`src/rtl/mips_cpu_lsu_pkg.sv`:
```
// rtl/mips_cpu_lsu_pkg.sv - shared encodings, state enum and request legality check for the LSU
package mips_cpu_lsu_pkg;

  localparam logic [1:0] SIZE_BYTE = 2'b00;
  localparam logic [1:0] SIZE_HALF = 2'b01;
  localparam logic [1:0] SIZE_WORD = 2'b10;

  typedef enum logic [2:0] {
    ST_IDLE,
    ST_LOAD_RD,
    ST_STORE_RD,
    ST_STORE_WR,
    ST_RESP
  } lsu_state_t;

  // High when the request must be rejected: misaligned half/word or the reserved size code.
  function automatic logic req_bad(input logic [1:0] size, input logic [1:0] lane);
    logic bad;
    case (size)
      SIZE_BYTE: bad = 1'b0;
      SIZE_HALF: bad = lane[0];
      SIZE_WORD: bad = (lane != 2'b00);
      default:   bad = 1'b1;
    endcase
    return bad;
  endfunction

endpackage

```
`src/rtl/mips_cpu_lsu_align.sv`:
```
// rtl/mips_cpu_lsu_align.sv - little-endian lane extract/extend for loads and lane merge for stores
module mips_cpu_lsu_align
  import mips_cpu_lsu_pkg::*;
(
  input  logic [1:0]  size,
  input  logic        is_signed,
  input  logic [1:0]  lane,
  input  logic [31:0] rdata,
  input  logic [31:0] wdata,
  output logic [31:0] load_data,
  output logic [31:0] merged
);

  logic [7:0]  byte_sel;
  logic [15:0] half_sel;

  always_comb begin
    byte_sel  = rdata[{lane, 3'b000} +: 8];
    half_sel  = lane[1] ? rdata[31:16] : rdata[15:0];
    load_data = rdata;
    merged    = wdata;
    case (size)
      SIZE_BYTE: begin
        load_data = {{24{is_signed & byte_sel[7]}}, byte_sel};
        merged    = rdata;
        merged[{lane, 3'b000} +: 8] = wdata[7:0];
      end
      SIZE_HALF: begin
        load_data = {{16{is_signed & half_sel[15]}}, half_sel};
        merged    = lane[1] ? {wdata[15:0], rdata[15:0]} : {rdata[31:16], wdata[15:0]};
      end
      default: begin
        load_data = rdata;
        merged    = wdata;
      end
    endcase
  end

endmodule

```
`src/rtl/mips_cpu_lsu.sv`:
```
// rtl/mips_cpu_lsu.sv - load/store unit driving a word-wide data memory without byte enables
module mips_cpu_lsu
  import mips_cpu_lsu_pkg::*;
#(
  parameter int TIMEOUT = 255
) (
  input  logic        clk,
  input  logic        rst_n,
  input  logic        req_valid,
  output logic        req_ready,
  input  logic        req_store,
  input  logic [1:0]  req_size,
  input  logic        req_signed,
  input  logic [31:0] req_addr,
  input  logic [31:0] req_wdata,
  output logic        resp_valid,
  output logic [31:0] resp_rdata,
  output logic        resp_err,
  output logic [31:0] mem_address,
  output logic        mem_read,
  output logic        mem_write,
  output logic [31:0] mem_writedata,
  input  logic [31:0] mem_readdata,
  input  logic        mem_waitrequest
);

  localparam int CW = (TIMEOUT > 1) ? $clog2(TIMEOUT + 1) : 1;

  lsu_state_t    state;
  logic          store_q;
  logic          signed_q;
  logic [1:0]    size_q;
  logic [31:0]   addr_q;
  logic [31:0]   word_q;
  logic [CW-1:0] stall_cnt;
  logic          timed_out;
  logic [31:0]   load_data;
  logic [31:0]   merged;

  mips_cpu_lsu_align u_align (
    .size      (size_q),
    .is_signed (signed_q),
    .lane      (addr_q[1:0]),
    .rdata     (mem_readdata),
    .wdata     (word_q),
    .load_data (load_data),
    .merged    (merged)
  );

  // Strobes decode from state, so an asynchronous reset drops them immediately.
  assign req_ready     = (state == ST_IDLE);
  assign mem_read      = (state == ST_LOAD_RD) || (state == ST_STORE_RD);
  assign mem_write     = (state == ST_STORE_WR);
  assign mem_address   = {addr_q[31:2], 2'b00};
  assign mem_writedata = word_q;
  assign timed_out     = (TIMEOUT != 0) && (stall_cnt == CW'(TIMEOUT - 1));

  always_ff @(posedge clk or negedge rst_n) begin
    if (!rst_n) begin
      state      <= ST_IDLE;
      store_q    <= 1'b0;
      signed_q   <= 1'b0;
      size_q     <= SIZE_BYTE;
      addr_q     <= '0;
      word_q     <= '0;
      stall_cnt  <= '0;
      resp_valid <= 1'b0;
      resp_rdata <= '0;
      resp_err   <= 1'b0;
    end else begin
      resp_valid <= 1'b0;
      case (state)
        ST_IDLE: begin
          if (req_valid) begin
            store_q   <= req_store;
            signed_q  <= req_signed;
            size_q    <= req_size;
            addr_q    <= req_addr;
            word_q    <= req_wdata;
            stall_cnt <= '0;
            if (req_bad(req_size, req_addr[1:0])) begin
              state      <= ST_RESP;
              resp_valid <= 1'b1;
              resp_err   <= 1'b1;
              resp_rdata <= '0;
            end else if (!req_store) begin
              state <= ST_LOAD_RD;
            end else if (req_size == SIZE_WORD) begin
              state <= ST_STORE_WR;
            end else begin
              state <= ST_STORE_RD;
            end
          end
        end
        ST_RESP: state <= ST_IDLE;
        default: begin
          if (!mem_waitrequest) begin
            stall_cnt <= '0;
            case (state)
              ST_LOAD_RD: begin
                state      <= ST_RESP;
                resp_valid <= 1'b1;
                resp_err   <= 1'b0;
                resp_rdata <= load_data;
              end
              ST_STORE_RD: begin
                word_q <= merged;
                state  <= ST_STORE_WR;
              end
              default: begin
                state      <= ST_RESP;
                resp_valid <= 1'b1;
                resp_err   <= 1'b0;
                resp_rdata <= '0;
              end
            endcase
          end else if (timed_out) begin
            // Abort leaves memory untouched: a write only commits on a non-stalled edge.
            state      <= ST_RESP;
            resp_valid <= 1'b1;
            resp_err   <= 1'b1;
            resp_rdata <= '0;
          end else begin
            stall_cnt <= stall_cnt + 1'b1;
          end
        end
      endcase
    end
  end

  logic unused_store;
  assign unused_store = store_q;

endmodule

```
`config.mk`:
```
export PLATFORM = sky130hd
export DESIGN_NAME = mips_cpu_lsu
export DESIGN_NICKNAME = d
export VERILOG_FILES = /design/src/rtl/mips_cpu_lsu_pkg.sv /design/src/rtl/mips_cpu_lsu_align.sv /design/src/rtl/mips_cpu_lsu.sv
export SDC_FILE = /design/constraint.sdc
export NUM_CORES = 1
export LEC_CHECK = 0
export CAP_MARGIN = 5
export CORE_ASPECT_RATIO = 0.5
export CORE_MARGIN = 4
export CORE_UTILIZATION = 45
export CTS_CLUSTER_SIZE = 16
export DETAILED_ROUTE_END_ITERATION = 7
export PLACE_DENSITY = 0.78
export SYNTH_ARGS = -nofsm -noshare
export SYNTH_HDL_FRONTEND = slang
export SYNTH_SLANG_ARGS = --single-unit
```
`constraint.sdc`:
```
create_clock -name clk -period 6.28 [get_ports clk]
set_clock_uncertainty 0.2 [all_clocks]
set_input_delay 1.256 -clock clk [delete_from_list [all_inputs] [get_ports clk]]
set_output_delay 1.256 -clock clk [all_outputs]
set_load 0.05 [all_outputs]
```
==> results of run 1 <==
## sequential cells by signal (all words and copies together) (netlist names)
name and count:
size_q 2, addr_q 32, state 3, signed_q 1, mem_writedata 32, resp_err 1
resp_rdata 32, stall_cnt 8, resp_valid 1
## stage by stage
step	hold WS [ns]	power, mW	cells
2_1_floorplan	0.275	3.66	597
3_3_place_gp	0.275	4.46	921
3_5_place_dp	0.277	4.52	921
4_1_cts	0.297	5.10	937
5_1_grt	0.312	5.36	937
6_report	0.298	5.10	937
## cell families (layout without fill, tap and decap cells)
kind of cell | Yosys count | count (layout) | synth area share, %
XOR/XNOR | 1 | 1 | 0.138
other | 1 | 2 | 0.0592
buffers and inverters | 89 | 237 | 7.78
AND/OR/NAND/NOR | 129 | 129 | 10.6
flip-flops | 112 | 112 | 44.3
AO/OA/AOI/OAI | 182 | 182 | 22.8
adder cells (fa/ha/maj) | 7 | 7 | 1.38
multiplexers | 75 | 75 | 12.9
## Yosys cell counts (2+ instances only)
library cell    n  area share (%)
dfrtp_1       112              44
mux2_2         55             9.8
nand2_1        44             2.6
buf_4          32             3.8
nor2_1         25             1.5
o21ai_0        24             1.9
a21oi_1        21             1.7
a211o_1        20             2.8
a221oi_1       20             2.8
mux2i_1        20             3.2
buf_2          19             1.5
clkbuf_1       19             1.1
a31oi_1        17             1.7
nand2b_1       14             1.4
o2bb2ai_1      11             1.5
a221o_2        10             1.8
a32o_1          9             1.4
or3_1           9            0.89
a22o_1          8             1.1
a22oi_1         8            0.95
inv_1           8            0.47
o221ai_1        8             1.1
buf_1           7            0.42
ha_1            7             1.4
a221o_1         6            0.95
and3b_1         6            0.83
nand3_1         6            0.47
nor2b_1         5            0.49
nor3_1          3            0.24
nor4bb_1        3            0.47
or2_2           3            0.30
a21o_1          2            0.24
and2_1          2            0.20
buf_6           2            0.36
o21a_1          2            0.24
o22ai_1         2            0.20
o31ai_1         2            0.24
## cell usage in the layout (no fill, tap or decap), types with 2 or more instances in the layout
cell type and instances:
o2bb2ai_1 11, a21oi_1 21, o22ai_1 2, conb_1 2
o31ai_1 2, a211o_1 20, ha_1 7, clkdlybuf4s50_1 201
nor2b_1 4, a22oi_1 8, nor3_1 3, nor4bb_1 3
clkbuf_16 9, mux2i_1 20, nand2b_1 14, a221o_1 6
a22o_1 8, a221oi_1 20, nand3_1 6, and3b_1 6
or3_1 9, buf_4 10, a221o_2 10, o221ai_1 8
a31oi_1 17, a32o_1 9, nand2_1 44, nor2_1 25
inv_6 4, inv_1 8, o21a_1 2, o21ai_0 24
mux2_2 55, or2_2 3, and2_1 2, dfrtp_1 112
a21o_1 2
## worst max-delay path: cells and delay by family (launching register included)
kind	cells	cell delay (ns)
buffers and inverters	3	1.40
AND/OR/NAND/NOR	1	0.48
flip-flops	1	0.55
## routing by layer
metal	track usage, %	wire length (um)
met1	31.1	8070
met2	39.0	9360
met5	0	0
met4	6.55	480
met3	6.38	1640
## worst max-delay path by stage
stage,end
2_1_floorplan,req_ready
3_3_place_gp,req_ready
3_5_place_dp,resp_rdata[29]
4_1_cts,req_ready
5_1_grt,req_ready
6_report,req_ready
## power groups by stage
| stage | Clock (mW) | Sequential, mW | Combinational [mW] |
|---|---|---|---|
| after floorplan | 0 | 1.86 | 1.80 |
| after global placement | 0 | 1.33 | 3.13 |
| after detailed placement | 0 | 1.34 | 3.18 |
| after CTS | 0.574 | 1.33 | 3.20 |
| after global routing | 0.602 | 1.38 | 3.38 |
| final | 0.564 | 1.33 | 3.20 |
## layout make-up
| class | count | area (um^2) | area share [%] |
|---|---|---|---|
| Clock buffer | 9 | 225 | 2.65 |
| Clock inverter | 7 | 63.8 | 0.750 |
| Inverter | 10 | 37.5 | 0.441 |
| Multi-Input combinational cell | 396 | 3050 | 35.9 |
| Sequential cell | 112 | 2800 | 32.9 |
| Tap cell | 192 | 240 | 2.82 |
| Timing Repair Buffer | 211 | 2090 | 24.5 |
==> run_results.csv, run 1 <==
group,metric,value,unit
worst_setup_path,rr_startpoint,"addr_q[1]",
sta,period_minus_slack,4.27,ns
layout,num-nets-final,851,
clock_tree,number_of_buffers_inserted_by_hold_repair_at_cts,0,
clock_tree,htreeDepth,3,
sta,slew_headroom,21.4,%
sta,fin_crit_sh,68.0,%
sta,setup_viol,0,
worst_setup_path,r2r_end,"mem_writedata[25]",
layout,final_design_area_no_fill,0.00851,mm^2
placement,buffer_ports.inserted,202,
placement,preCtsSetupSlack,2.37,ns
synth,yosysUniqueCellTypes,62,
die,start_util,46.3,%
worst_setup_path,required,4.82,ns
synth,postSynthAreaPerCell,10.6,um^2
worst_setup_path,path_class,"flip-flop to output pin",
worst_setup_path,worstSetupStartpoint,"state[1]",
layout,nFillCells,1123,
synth,ys_ff_latch,112,
route,first_iter_violations,521,
sta,final_hold_viol_count,0,
clock_tree,clk-insertion-delay-late,0.36,ns
worst_setup_path,worst-endpoint-arrival,2.82,ns
min_path,launch_point_of_the_worst_hold_path,"resp_rdata[11]",
power_and_ir_drop,cellLeakagePower,3.46,nW
placement,dp_hpwl,14.2,mm
route,route.vias.total,5480,
global_route,grt_first_pass_wirelength,30.4,mm
outcome,outcome,"complete, no violations",
worst_setup_path,rr_worst_depth,7,
worst_setup_path,worst_path_largest_cell_delay,0.90,ns
power_and_ir_drop,internal_power,2.51,mW
layout,drive_gt1_share,13.7,%
die,fp.dieW,176,um
synth,asyncSetResetFlopFracSynth,100,%
clock_tree,post-cts-setup-buffers,0,
route,detail_route.wirelength,19.6,mm
layout,fin_util,62.3,%
sta,report.final.slew_viol_count,0,
global_route,antenna_found_initial,0,
sta,layout_setup_ws,2.01,ns
synth,netlist_area,0.00633,mm^2
synth,synth_edf_count,0,
clock_tree,cts_tree,"built",
placement,post_dp_cell_area,0.00822,mm^2
route,drt_first_pass_iters,6,
global_route,first_global_vias,5390,
route,vias_per_cell,5.85,
worst_setup_path,timing.critical_path.fanout_max,51,
min_path,worst_hold_path.endpoint,"resp_rdata[11]",
clock_tree,cts.repair.resized,0,
clock_tree,sink_count,112,
placement,gp_routability_congestion,0.926,
worst_setup_path,regToRegSetupSlack,2.59,ns
power_and_ir_drop,power.sequential.fraction,26.1,%
worst_setup_path,cpMaxStageDelayCell,"clkdlybuf4s50_1",
die,die_h,91.9,um
synth,synth_top_flop_cell,"dfrtp_1",
sta,grt_setup_unrepaired,"false",
power_and_ir_drop,ir_worst_vdd,272,uV
sta,achievable-frequency,234,MHz
die,num_rows,30,
global_route,grt_start_max_net_pins,66,
power_and_ir_drop,comb_power_share,62.9,%
die,fp.coreArea,0.0137,mm^2
min_path,worstHoldPathCells,1,
power_and_ir_drop,fraction_of_power_spent_switching_nets,50.7,%
clock_tree,worst_setup_hold_path_clk_slew,0.08,ns
power_and_ir_drop,power_frac_clock,11.1,%
global_route,overflow,0,
synth,yosysSeqAreaShare,44.3,%
clock_tree,cts_buffer_depth,2,
sta,worst_slew_pin_slew,1.16,ns
worst_setup_path,crit_path_start_kind,"flip-flop",
synth,yosysWarningCount,0,
synth,netlist_instances,596,
run,timing.max_cap.violations,0,
global_route,total_routing_usage_reported_by_global_routing,23.7,%
die,die_area,0.0161,mm^2
power_and_ir_drop,power.density_cell_area,599,mW/mm^2
die,top_level_ports,205,
worst_setup_path,critical_path.endpoint_type,"output pin",
route,drc,0,
power_and_ir_drop,p_switching,2.58,mW
sta,setup_tns,0,ns
route,detail_route.wl_per_cell,20.9,um
layout,flow.area_growth_from_synthesis,34.4,%
route,drt.antenna.violating_nets,0,
min_path,hold_path.class,"flip-flop to flip-flop",
clock_tree,cts_root_buffer,"clkbuf_16",
worst_setup_path,cp_cell_sequence,"or3_1 -> inv_2 -> buf_4 -> clkdlybuf4s50_1",
layout,antenna_cells,0,
clock_tree,tritoncts.num_buffers,9,
Power figures use the tool's default switching activity.
==> inputs of run 2 (changes only) <==
CORE_UTILIZATION = 42   (was 45)
PLACE_DENSITY = 0.77   (was 0.78)
clock period = 3.65 ns   (was 6.28 ns; I/O delays follow)
==> run 2 against run 1 <==
Compared with the run above: wire length shrank 0.34%; global-route usage shrank 1.9 points; first-iteration DRC count shrank 4.2%.
==> run_results.csv, run 2 (synthesis gave the netlist of run 1 again) <==
group,metric,value,unit
outcome,outcome,"complete, no violations",
placement,preCtsSetupSlack,0.597,ns
route,route.vias.total,5608,
power_and_ir_drop,p_switching,4.44,mW
layout,drive_gt1_share,14.7,%
die,fp.coreArea,0.0146,mm^2
die,die_h,94.8,um
die,num_rows,31,
worst_setup_path,cpMaxStageDelayCell,"dfrtp_1",
worst_setup_path,required,2.72,ns
layout,antenna_cells,0,
power_and_ir_drop,power.density_cell_area,1030,mW/mm^2
clock_tree,cts_tree,"built",
global_route,grt_start_max_net_pins,41,
sta,final_hold_viol_count,0,
power_and_ir_drop,internal_power,4.44,mW
die,start_util,43.3,%
min_path,hold_path.class,"primary input to asynchronous set/reset pin",
die,die_area,0.0172,mm^2
run,timing.max_cap.violations,0,
global_route,overflow,0,
layout,multi_input_comb_area,0.00305,mm^2
die,top_level_ports,205,
worst_setup_path,cp.buffers_inverters,2,
clock_tree,cts.repair.resized,0,
power_and_ir_drop,cellLeakagePower,3.52,nW
power_and_ir_drop,power.sequential.fraction,25.4,%
sta,setup_viol,0,
global_route,first_global_vias,5493,
clock_tree,tritoncts.num_buffers,9,
sta,worst_slew_pin_slew,0.815,ns
sta,achievable-frequency,324,MHz
sta,grt_setup_unrepaired,"false",
layout,mostFrequentLayoutCells,"clkdlybuf4s50_1, dfrtp_1, mux2_2",
die,fp.dieW,182,um
worst_setup_path,worst-endpoint-arrival,2.16,ns
clock_tree,cts_buffer_depth,2,
route,vias_per_cell,5.89,
layout,flow.area_growth_from_synthesis,35.8,%
route,drc,0,
layout,num-nets-final,860,
route,detail_route.wl_per_cell,20.5,um
sta,layout_setup_ws,0.565,ns
layout,regArea,0.00280,mm^2
power_and_ir_drop,fraction_of_power_spent_switching_nets,50.0,%
worst_setup_path,worst_path_largest_cell_delay,0.53,ns
placement,dpl.cell_count,936,
layout,stdcell_count,952,
placement,dp_hpwl,14.5,mm
global_route,antenna_found_initial,0,
sta,slew_headroom,45.7,%
global_route,grt_first_pass_wirelength,30.2,mm
worst_setup_path,cp_cell_sequence,"or3_1 -> inv_2 -> buf_4",
worst_setup_path,crit_path_start_kind,"flip-flop",
worst_setup_path,timing.critical_path.fanout_max,27,
clock_tree,sink_count,112,
placement,post_dp_cell_area,0.00829,mm^2
layout,layout.cells.most_common,"clkdlybuf4s50_1",
sta,setup_tns,0,ns
power_and_ir_drop,power_frac_clock,11.6,%
worst_setup_path,path_class,"flip-flop to output pin",
clock_tree,post-cts-setup-buffers,0,
route,first_iter_violations,499,
placement,gp_routability_congestion,0.855,
power_and_ir_drop,total_power,8.87,mW
clock_tree,cts_root_buffer,"clkbuf_16",
power_and_ir_drop,comb_power_share,63.0,%
layout,final_design_area_no_fill,0.00860,mm^2
clock_tree,number_of_buffers_inserted_by_hold_repair_at_cts,0,
sta,report.final.slew_viol_count,0,
worst_setup_path,critical_path.endpoint_type,"output pin",
route,detail_route.wirelength,19.5,mm
clock_tree,htreeDepth,3,
clock_tree,worst_setup_hold_path_clk_slew,0.08,ns
sta,period_minus_slack,3.09,ns
placement,buffer_ports.inserted,202,
global_route,total_routing_usage_reported_by_global_routing,21.8,%
worst_setup_path,critical_path.top_delay_family,"buffers and inverters",
clock_tree,clk-insertion-delay-late,0.35,ns
route,drt.antenna.violating_nets,0,
route,drt_first_pass_iters,5,
layout,nFillCells,1246,
power_and_ir_drop,ir_worst_vdd,484,uV
sta,fin_crit_sh,84.5,%
## run 2: cell types whose count changed in the layout (fill, tap and decap cells not counted), sizes merged
cell | before | now
inv | 13 | 9
clkdlybuf4s50 | 201 | 200
bufinv | 0 | 1
buf | 10 | 20
clkbuf | 9 | 12
clkinv | 3 | 4
clkinvlp | 1 | 0
## run 2: layout make-up
type,count,share of cell area [%]
Inverter,10,0.436
Timing Repair Buffer,220,25.0
Clock buffer,12,2.98
Multi-Input combinational cell,396,35.5
Tap cell,198,2.88
Clock inverter,4,0.611
Sequential cell,112,32.6
## run 2: power groups by stage
stage | Sequential (mW) | Clock [mW] | Combinational [mW]
2_1_floorplan | 3.20 | 0 | 3.09
3_3_place_gp | 2.25 | 0 | 5.47
3_5_place_dp | 2.26 | 0 | 5.57
4_1_cts | 2.25 | 1.05 | 5.59
5_1_grt | 2.32 | 1.10 | 5.89
6_report | 2.26 | 1.03 | 5.59
## run 2: path summary, 6_finish.rpt
kind / startpoint / end / slack [ns] / depth (start not counted)
worst max-delay path: state[2] / req_ready / 0.56 / 3
worst min-delay path: rst_n / stall_cnt[0] / 0.14 / 1
worst max register to register: state[2] / mem_writedata[2] / 0.92 / 4
worst min register to register: resp_rdata[6] / resp_rdata[6] / 0.29 / 1
max in group asynchronous: rst_n / mem_writedata[4] / 2.30 / 2
min in group clk: resp_rdata[6] / resp_rdata[6] / 0.29 / 1
## run 2: routing by layer
layer	global-route usage (%)	vias to the layer above	wire, um
met2	36.6	251	9510
li1	-	2526	-
met4	5.24	0	343
met1	28.6	2804	8100
met3	5.77	27	1520
met5	0	-	0
## run 2: metrics by stage
stage	hold slack, ns	utilization (%)
2_1_floorplan	0.234	-
3_3_place_gp	0.276	56.7
3_5_place_dp	0.282	56.7
4_1_cts	0.166	58.8
5_1_grt	0.181	58.8
6_report	0.144	58.8
==> inputs of run 3 (changes only) <==
CORE_UTILIZATION = 45   (was 42)
PLACE_DENSITY = 0.78   (was 0.77)
clock period = 3.1 ns   (was 3.65 ns; I/O delays follow)
==> run 3 against run 2 <==
Compared with the run above: total power grew 18%; clock-buffer cell count decreased by 2; highest routed layer unchanged; worst hold slack got worse by 0.053 ns; register-to-register slack got worse by 0.41 ns; sequential share of layout area decreased by 0.22 points; cell count fell by 0.21%; sequential power is 19% higher; core utilization is 4.6 points higher; setup slack got worse by 0.35 ns; combinational power up 18%.
==> run_results.csv, run 3 (synthesis gave the netlist of run 1 again) <==
group,metric,value,unit
outcome,outcome,"complete, no violations",
route,drc,0,
placement,preCtsSetupSlack,0.282,ns
clock_tree,cts_tree,"built",
layout,antenna_cells,0,
route,vias_per_cell,5.91,
sta,report.final.slew_viol_count,0,
route,detail_route.wl_per_cell,21.0,um
placement,post_dp_cell_area,0.00835,mm^2
sta,layout_setup_ws,0.212,ns
global_route,grt_first_pass_wirelength,31.1,mm
clock_tree,htreeDepth,3,
placement,dp_hpwl,14.9,mm
worst_setup_path,cp_cell_sequence,"and3b_1 -> clkdlybuf4s50_1",
layout,layout.cells.most_common,"clkdlybuf4s50_1",
layout,num-nets-final,864,
die,num_rows,30,
sta,worst_slew_pin_slew,0.779,ns
die,die_h,91.9,um
clock_tree,cts_root_buffer,"clkbuf_16",
power_and_ir_drop,ir_worst_vdd,627,uV
die,start_util,46.3,%
sta,achievable-frequency,346,MHz
worst_setup_path,crit_path_start_kind,"flip-flop",
die,fp.dieW,176,um
sta,final_hold_viol_count,0,
global_route,grt_start_max_net_pins,48,
route,detail_route.wirelength,20.0,mm
global_route,total_routing_usage_reported_by_global_routing,24.2,%
worst_setup_path,required,2.28,ns
placement,buffer_ports.inserted,202,
clock_tree,clk-insertion-delay-late,0.34,ns
worst_setup_path,critical_path.top_delay_family,"buffers and inverters",
clock_tree,cts_buffer_depth,2,
route,route.vias.total,5616,
placement,gp_routability_congestion,0.933,
clock_tree,worst_setup_hold_path_clk_slew,0.07,ns
clock_tree,tritoncts.num_buffers,9,
clock_tree,cts.repair.resized,0,
global_route,overflow,0,
worst_setup_path,worst-endpoint-arrival,2.07,ns
sta,period_minus_slack,2.89,ns
layout,flow.area_growth_from_synthesis,36.7,%
worst_setup_path,path_class,"flip-flop to output pin",
worst_setup_path,critical_path.endpoint_type,"output pin",
die,die_area,0.0161,mm^2
sta,grt_setup_unrepaired,"false",
route,first_iter_violations,446,
die,fp.coreArea,0.0137,mm^2
min_path,hold_path.class,"primary input to asynchronous set/reset pin",
run,timing.max_cap.violations,0,
power_and_ir_drop,power.density_cell_area,1210,mW/mm^2
layout,final_design_area_no_fill,0.00866,mm^2
sta,fin_crit_sh,93.2,%
sta,setup_tns,0,ns
layout,mostFrequentLayoutCells,"clkdlybuf4s50_1, dfrtp_1, mux2_2",
worst_setup_path,timing.critical_path.fanout_max,16,
global_route,antenna_found_initial,0,
layout,drive_gt1_share,15.3,%
worst_setup_path,worst_path_largest_cell_delay,0.80,ns
sta,setup_viol,0,
worst_setup_path,cp.buffers_inverters,1,
route,drt.antenna.violating_nets,0,
die,top_level_ports,205,
global_route,first_global_vias,5588,
clock_tree,number_of_buffers_inserted_by_hold_repair_at_cts,0,
clock_tree,sink_count,112,
clock_tree,post-cts-setup-buffers,0,
worst_setup_path,cpMaxStageDelayCell,"clkdlybuf4s50_1",
route,drt_first_pass_iters,6,
sta,slew_headroom,48.1,%
power_and_ir_drop,cellLeakagePower,3.55,nW
==> run 3: changes by cell type in the layout (fill, tap and decap cells not counted), sizes merged <==
cell	previous run	this run
buf	20	24
clkbuf	12	10
clkinvlp	0	1
inv	9	10
==> run 3: cell type report <==
class | instances | area (um^2)
timing repair buffer | 224 | 2220
inverter | 10 | 37.5
clock inverter | 6 | 67.6
tap | 192 | 240
fill | 1138 | 5000
sequential | 112 | 2800
clock buffer | 10 | 239
multi-input combinational | 396 | 3050
==> run 3: layer usage <==
| layer | vias up | part of all wire [%] | GRT usage, % |
|---|---|---|---|
| met2 | 266 | 49 | 39.9 |
| met1 | 2775 | 41 | 31.6 |
| li1 | 2539 | - | - |
| met5 | - | 0 | 0 |
| met3 | 36 | 8.9 | 6.96 |
| met4 | 0 | 2.0 | 6.42 |
==> run 3: where the power goes <==
part / total [mW] / internal (mW) / switching [mW]
logic: 6.60 / 2.50 / 4.10
registers: 2.68 / 2.10 / 0.582
clock network: 1.21 / 0.654 / 0.555
total: 10.5 / 5.26 / 5.24
==> run 3: path summary, 6_finish.rpt <==
check | startpoint | end | slack, ns | cells past startpoint
setup reg to reg | addr_q[1] | mem_writedata[27] | 0.51 | 7
max in group asynchronous | rst_n | addr_q[0] | 1.85 | 2
hold / removal | rst_n | stall_cnt[2] | 0.09 | 1
setup / recovery | state[1] | mem_write | 0.21 | 2
hold reg to reg | resp_rdata[11] | resp_rdata[11] | 0.29 | 1
min in group clk | resp_rdata[11] | resp_rdata[11] | 0.29 | 1
==> run 3: stage by stage <==
step | total power, mW | util (%) | hold slack (ns) | instances
finish | 10.5 | 63.4 | 0.0917 | 950
global route | 11.0 | 63.4 | 0.128 | 950
CTS | 10.5 | 63.4 | 0.112 | 950
detailed placement | 9.27 | 61.1 | 0.281 | 934
global placement | 9.13 | 61.1 | 0.277 | 934
floorplan | 7.41 | - | 0.124 | 597
==> run 3: worst reg2reg max path, delay by kind of cell, from the launching register on <==
| family | cells | cell delay (ns) |
|---|---|---|
| fa+ha+maj | 1 | 0.23 |
| simple gates | 1 | 0.48 |
| buf+inv | 2 | 0.59 |
| flops | 1 | 0.45 |
| compound gates | 3 | 0.57 |
